File: src/rtl/data_memory_arbiter.sv
// Round-robin arbiter that shares the single-port data memory between the core's
// execute stage and an auxiliary requester, sequencing one fixed-latency access at a time.
module data_memory_arbiter #(
  parameter int ADDRESS_SIZE = 32,
  parameter int DATA_SIZE    = 32,
  parameter int LATENCY      = 2
) (
  input  logic                    clock,
  input  logic                    reset,
  input  logic                    core_read,
  input  logic                    core_write,
  input  logic [ADDRESS_SIZE-1:0] core_address,
  input  logic [DATA_SIZE-1:0]    core_wdata,
  output logic                    core_stall,
  output logic [DATA_SIZE-1:0]    core_rdata,
  input  logic                    aux_valid,
  input  logic                    aux_write,
  input  logic [ADDRESS_SIZE-1:0] aux_address,
  input  logic [DATA_SIZE-1:0]    aux_wdata,
  output logic                    aux_ready,
  output logic [DATA_SIZE-1:0]    aux_rdata,
  output logic                    mem_en,
  output logic                    mem_we,
  output logic [ADDRESS_SIZE-1:0] mem_address,
  output logic [DATA_SIZE-1:0]    mem_wdata,
  input  logic [DATA_SIZE-1:0]    mem_rdata,
  output logic                    busy
);

  localparam int COUNT_SIZE = $clog2(LATENCY + 1);

  localparam logic [0:0] IDLE = 1'b0;
  localparam logic [0:0] BUSY = 1'b1;

  localparam logic OWNER_CORE = 1'b0;
  localparam logic OWNER_AUX  = 1'b1;

  logic [0:0]              state_reg;
  logic                    owner_reg;
  logic                    last_owner_reg;
  logic                    op_write_reg;
  logic                    core_done_reg;
  logic                    aux_ready_reg;
  logic [COUNT_SIZE-1:0]   count_reg;
  logic [DATA_SIZE-1:0]    rdata_reg;
  logic                    mem_en_reg;
  logic                    mem_we_reg;
  logic [ADDRESS_SIZE-1:0] mem_address_reg;
  logic [DATA_SIZE-1:0]    mem_wdata_reg;

  logic core_request;
  logic core_eligible;
  logic aux_eligible;
  logic grant_aux;

  // A requester whose done flag is high is still presenting the request that
  // just completed, so it must not be granted again in that cycle.
  assign core_request  = core_read | core_write;
  assign core_eligible = core_request && !core_done_reg;
  assign aux_eligible  = aux_valid && !aux_ready_reg;

  always_comb begin
    grant_aux = 1'b0;
    if (aux_eligible && (!core_eligible || last_owner_reg == OWNER_CORE)) begin
      grant_aux = 1'b1;
    end
  end

  always_ff @(posedge clock or negedge reset) begin
    if (!reset) begin
      state_reg       <= IDLE;
      owner_reg       <= OWNER_CORE;
      last_owner_reg  <= OWNER_AUX;
      op_write_reg    <= 1'b0;
      core_done_reg   <= 1'b0;
      aux_ready_reg   <= 1'b0;
      count_reg       <= '0;
      rdata_reg       <= '0;
      mem_en_reg      <= 1'b0;
      mem_we_reg      <= 1'b0;
      mem_address_reg <= '0;
      mem_wdata_reg   <= '0;
    end else begin
      mem_en_reg    <= 1'b0;
      mem_we_reg    <= 1'b0;
      core_done_reg <= 1'b0;
      aux_ready_reg <= 1'b0;
      case (state_reg)
        IDLE: begin
          if (core_eligible || aux_eligible) begin
            state_reg      <= BUSY;
            owner_reg      <= grant_aux;
            last_owner_reg <= grant_aux;
            mem_en_reg     <= 1'b1;
            count_reg      <= COUNT_SIZE'(LATENCY);
            if (grant_aux) begin
              op_write_reg    <= aux_write;
              mem_we_reg      <= aux_write;
              mem_address_reg <= aux_address;
              mem_wdata_reg   <= aux_wdata;
            end else begin
              // A simultaneous read and write from the core is treated as a write.
              op_write_reg    <= core_write;
              mem_we_reg      <= core_write;
              mem_address_reg <= core_address;
              mem_wdata_reg   <= core_wdata;
            end
          end
        end
        default: begin
          count_reg <= count_reg - COUNT_SIZE'(1);
          if (count_reg == COUNT_SIZE'(1)) begin
            if (!op_write_reg) begin
              rdata_reg <= mem_rdata;
            end
            if (owner_reg == OWNER_AUX) begin
              aux_ready_reg <= 1'b1;
            end else begin
              core_done_reg <= 1'b1;
            end
            state_reg <= IDLE;
          end
        end
      endcase
    end
  end

  assign core_stall  = core_request && !core_done_reg;
  assign core_rdata  = rdata_reg;
  assign aux_rdata   = rdata_reg;
  assign aux_ready   = aux_ready_reg;
  assign mem_en      = mem_en_reg;
  assign mem_we      = mem_we_reg;
  assign mem_address = mem_address_reg;
  assign mem_wdata   = mem_wdata_reg;
  assign busy        = (state_reg == BUSY);

endmodule

File: config.mk
export PLATFORM = sky130hd
export DESIGN_NAME = data_memory_arbiter
export DESIGN_NICKNAME = d
export VERILOG_FILES = /design/src/rtl/data_memory_arbiter.sv
export SDC_FILE = /design/constraint.sdc
export NUM_CORES = 1
export LEC_CHECK = 0
export CAP_MARGIN = 20
export CORE_ASPECT_RATIO = 1.5
export CORE_MARGIN = 2
export CORE_UTILIZATION = 35
export CTS_CLUSTER_DIAMETER = 30
export DETAILED_ROUTE_END_ITERATION = 12
export PLACE_DENSITY = 0.84
export SLEW_MARGIN = 0
export SYNTH_ARGS = -nofsm -noshare
export SYNTH_HDL_FRONTEND = slang
export SYNTH_SLANG_ARGS = --single-unit
File: constraint.sdc
create_clock -name clock -period 1.7 [get_ports clock]
set_clock_uncertainty 0.2 [all_clocks]
set_input_delay 0.34 -clock clock [delete_from_list [all_inputs] [get_ports clock]]
set_output_delay 0.34 -clock clock [all_outputs]
set_load 0.01 [all_outputs]
-- Word level (Yosys, flattened, before mapping)
Index checks and enable logic that the tools add are counted.
- add/subtract/negate cells: 1
- reductions and logical operators: 11
- shift-type cells: 0
- multiply operators: 0
- bitwise logic cells: 4
- divide/modulo/power cells: 0
- $lt $le $gt $ge: 0
- muxes and demuxes: 18
- equality and inequality tests: 1
- operators with widths (cell ; number):
    32-bit two-way mux ; 2
    1-bit two-way mux ; 14
    2-bit two-way mux ; 2
    1-bit logical AND ; 3
    1-bit zero test ; 3
    1-bit NOT ; 3
    3-bit AND reduction ; 1
    2-bit by 1-bit equality test with 1-bit output (second input constant) ; 1
    1-bit logical OR ; 2
    2-bit AND reduction ; 1
    2-bit nonzero test ; 1
    2-bit by 1-bit subtractor with 2-bit output (second input constant) ; 1
    1-bit OR ; 1
- output and inout port bits: 133
- bits of input ports: 166
- memory bits (writable): 0
- bits in latches: 0
- bits in registers: 106
- memories kept: 0
- logic and storage cells: 47
- bits in read-only memories: 0

-- Logic depth before layout (Yosys ltp)
- depth in word-level cells: 9
- depth in mapped cells: 8
- depth with buffers taken out: 6

-- Worst setup path before layout
Ideal clock, no wire load.
- kind: reg2reg
- start: register count_reg[1]
- end: register rdata_reg[10] (netlist: aux_rdata[10])
- arrival time: 1.399 ns
- library setup time: 0.125 ns
- setup slack: -0.024 ns
- data required time: 1.375 ns
- buffers on the path: 2
- stages on the path, launching flop included: 8
- clock period less this slack: 1.724 ns
- cells stage by stage: dfrtp_1 > inv_1 > ha_1 > nand2_2 > or2_1 > buf_6 > buf_12 > mux2_4
- longest elaborated chain between the ends: 2
- ends and longest elaborated chain (element ; RTL line ; source):
    start: declaration ; 44 ; logic [COUNT_SIZE-1:0] count_reg;
    start signal: assignment ; 95 ; count_reg <= COUNT_SIZE'(LATENCY);
    start signal: assignment ; 111 ; count_reg <= count_reg - COUNT_SIZE'(1);
    2-bit by 1-bit equality test with 1-bit output ; 112 ; if (count_reg == COUNT_SIZE'(1)) begin
    3-bit AND reduction (no source line) ; - ;
    end signal: assignment ; 114 ; rdata_reg <= mem_rdata;
    end: declaration ; 45 ; logic [DATA_SIZE-1:0] rdata_reg;
Every way passes these cells.
A chain may end at the register's enable or synchronous reset.

-- Worst setup path after layout
- start: register last_owner_reg
- end: register mem_address_reg[6] (netlist: mem_address[6])
- longest elaborated chain between the ends: 5
- ends and longest elaborated chain (element ; RTL line ; source):
    start: declaration ; 40 ; logic last_owner_reg;
    start signal: assignment ; 93 ; last_owner_reg <= grant_aux;
    1-bit NOT ; 64 ; if (aux_eligible && (!core_eligible || last_owner_reg == OWNER_CORE)) begin
    1-bit logical OR ; 64 ;
    1-bit logical AND ; 64 ;
    1-bit two-way mux ; 64 ;
    32-bit two-way mux ; 96 ; if (grant_aux) begin
    end signal: assignment ; 99 ; mem_address_reg <= aux_address;
    end signal: assignment ; 105 ; mem_address_reg <= core_address;
    end: declaration ; 48 ; logic [ADDRESS_SIZE-1:0] mem_address_reg;
Every way passes these cells.

==> impl_results.md <==
* Placer Congestion at about 0.76
* Synth warn at 0
* Largest net degree at the start of global routing at 48
* Synth cell count leaders: 105 x dfrtp_1, 64 x mux2i_1, 57 x nor2_1, 47 x a21oi_1, 43 x buf_4
* First-pass GRT wire length at ~26 mm
* CTS root buf: clkbuf_16
* Synth Area per Inst at about 12 µm²
* Peak supply drop at 0.691 mV
* Share of the synthesized area in the top cell type at between 50 and 60%
* Htree depth at 3
* Clk_lat worst skew at 0.35 ns
* Final setup fails at 85
* Non-Filler Instances at 914
* Synth area leaders: dfrtp_1 51%, mux2i_1 12%, mux2_4 8.8%
* Most frequent cell after synthesis: dfrtp_1
* Vias in the first global route at about 4,800
* Fmax at around 0.55 GHz
* Vias per cell at ~4.7
* Antenna-violating nets left at 0
* Initial antenna violation count at 1
* Outcome: finished with violations
* Wirelength per Cell at between 15 and 20 µm
* Seq/Total Area, Yosys at slightly above 50%
* Mapped Nets at between 500 and 600
* RSZ-0062 raised after global routing: yes
* Multiplexer share of the synthesized area at 21.9%
* Max cap viols at 0
* Final Hold Violating Endpoints at 0
* Placed cells at roughly 870
* Main flop type after synthesis: dfrtp_1
* CTS tree: built
* Post-Synth Adder-Cell Area at 0.243%
* Data required, critical path at approximately 1.7 ns
* Min Clock Period, post-route at approximately 1.8 ns
* Dpl hpwl at between 10 and 15 mm
* Final net count at slightly below 900
* M1 wire length at 5.58 mm
* DRC at 0
* Synth Area in Compound Gates at 9.18%
* Worst Path Arrival at 1.86 ns
* Number of flops mapped to enable cells by yosys at 0
* Period utilization at 108%
* Die H at about 150 µm
* Seq cells post-synth at between 100 and 150
* Core footprint at 14,500 µm²
* Grt ovf at 0
* Measured slew at the worst slew-check pin at approximately 0.37 ns
* Post-synthesis xor/xnor area fraction at 0%
* Largest family of logic cells by synthesized area: multiplexers
* Num ports at about 300
* Relative slew margins at 75.2%
* Global-route usage over all layers at about 22%
* Layout cells sized above 1 at about a quarter
* Worst setup EP type: register
* Max Root-Sink Buffers at 2
* Simple-gate share of the synthesized area at 6.91%
* PwrDens at approximately 1700 nW/µm²
* Initial Utilization at about 36%
* R2r setup slk at -0.13 ns
* Cell Rows at 54
* Antenna Diode Count at 0
* Top sig layer: met5
* Total number of vias at about 4,300
* Routed wl met2 at roughly 9.5 mm
* Setup TNS at -3.65 ns
* Worst slack at placement at -0.497 ns
* Die ar. at 15,700 µm²
* Post-Syn Area at 5140 µm²
* Fin util at 62.1%
* Failing checks: setup timing
* R2r startpoint: last_owner_reg
* Hold Crit Class: in -> async
* Unique masters post-synth at 31
* Clock buffer count from CTS at 9
* Chip width at about 100 µm
* Clk sinks at about 110
* Worst setup margin at -0.130 ns
* Port bufs at ~300
* Layout area overhead at 74.6%
* Final slew viol count at 0
* Async S/R FF share, synth at 100%
* First-pass DRT Iterations at 4
* Startpoint types: register
* Leak at 4.01 nW
* Crit path from: last_owner_reg
* Cell taking the most area after synthesis: dfrtp_1
* Reg clk slew, reported paths at 0.08 ns
* DR iter-0 viols at a little over 90
* Setup Crit Path Kind: reg -> reg
* Mapped Cells at between 400 and 500
* Met3 wire len at ~1.3 mm
* Crit path max fanout at 10
* Total wire length at ~17 mm
==> per-layer routing <==
layer  GRT usage (%)  vias up
met4            7.14        2
met1            21.5     2065
met5               0        -
li1                -     1983
met3            6.10       29
met2            41.1      211
==> cells by family (layout without fill, tap and decap cells) <==
group,after synthesis,count (layout)
AO/OA/AOI/OAI,72,72
buffers and inverters,61,365
adder cells (fa/ha/maj),1,1
AND/OR/NAND/NOR,77,77
multiplexers,97,97
flip-flops,106,106
==> critical path, stage by stage, from the launching register on <==
cell      delay (ns)
dfstp_2         0.56
nand2b_4        0.07
o21ai_4         0.18
buf_8           0.17
buf_12          0.19
mux2i_2         0.26
a21oi_2         0.08
==> worst paths after layout <==
| kind | endpoint | cells after the start |
|---|---|---|
| max reg2reg | mem_address[6] | 6 |
| min reg2reg | last_owner_reg | 1 |
| max in group asynchronous | last_owner_reg | 3 |
| min in group clock | last_owner_reg | 1 |
| min | aux_rdata[8] | 2 |
| max | mem_address[6] | 6 |
==> through the flow <==
step	power (mW)	hold slack (ns)	area, µm²
after floorplan	8.83	-0.156	5140
after global placement	12.3	0.0272	8080
after detailed placement	12.6	0.0316	8080
after CTS	15.2	0.201	9020
after global routing	15.8	0.235	8970
final	14.9	0.226	8970
==> report_power, final <==
part,internal [mW],switching [mW],total (mW)
clock,1.19,1.02,2.21
sequential,3.77,0.805,4.58
combinational,4.49,3.66,8.15
total,9.45,5.49,14.9
==> repair_timing <==
action | in CTS | in global routing
buffers inserted | 22 | 2
cloned | 13 | 0
hold endpoints to repair | 105 | 0
resized for setup | 199 | 33
pin swaps | 36 | 27
hold buffers | 1 | 0
endpoints found under the setup margin | 230 | 106
==> placed cells by master, fill, tap and decap left out, types with 2 or more instances in the layout <==
master	synthesis	layout
dlygate4sd2_1	0	128
mux2i_4	0	10
buf_4	43	22
clkbuf_16	0	9
clkdlybuf4s50_1	0	162
clkdlybuf4s15_1	0	3
inv_8	0	3
clkbuf_2	0	3
a21oi_2	20	23
nor2_1	57	54
nor2_4	2	2
mux2i_2	0	17
nor2_2	10	13
mux2i_1	64	37
dfrtp_1	105	104
mux2_4	30	32
buf_6	4	5
a21oi_1	47	44
buf_12	6	11
buf_16	0	9
buf_8	0	2
inv_6	0	2
==> cell type report <==
class	instances	area, µm²
Clock buffer	9	225
Clock inverter	7	93.8
Fill cell	1187	5480
Inverter	3	18.8
Multi-Input combinational cell	247	2220
Sequential cell	106	2660
Tap cell	196	245
Timing Repair Buffer	346	3520
(Power assumes the default switching activity.)
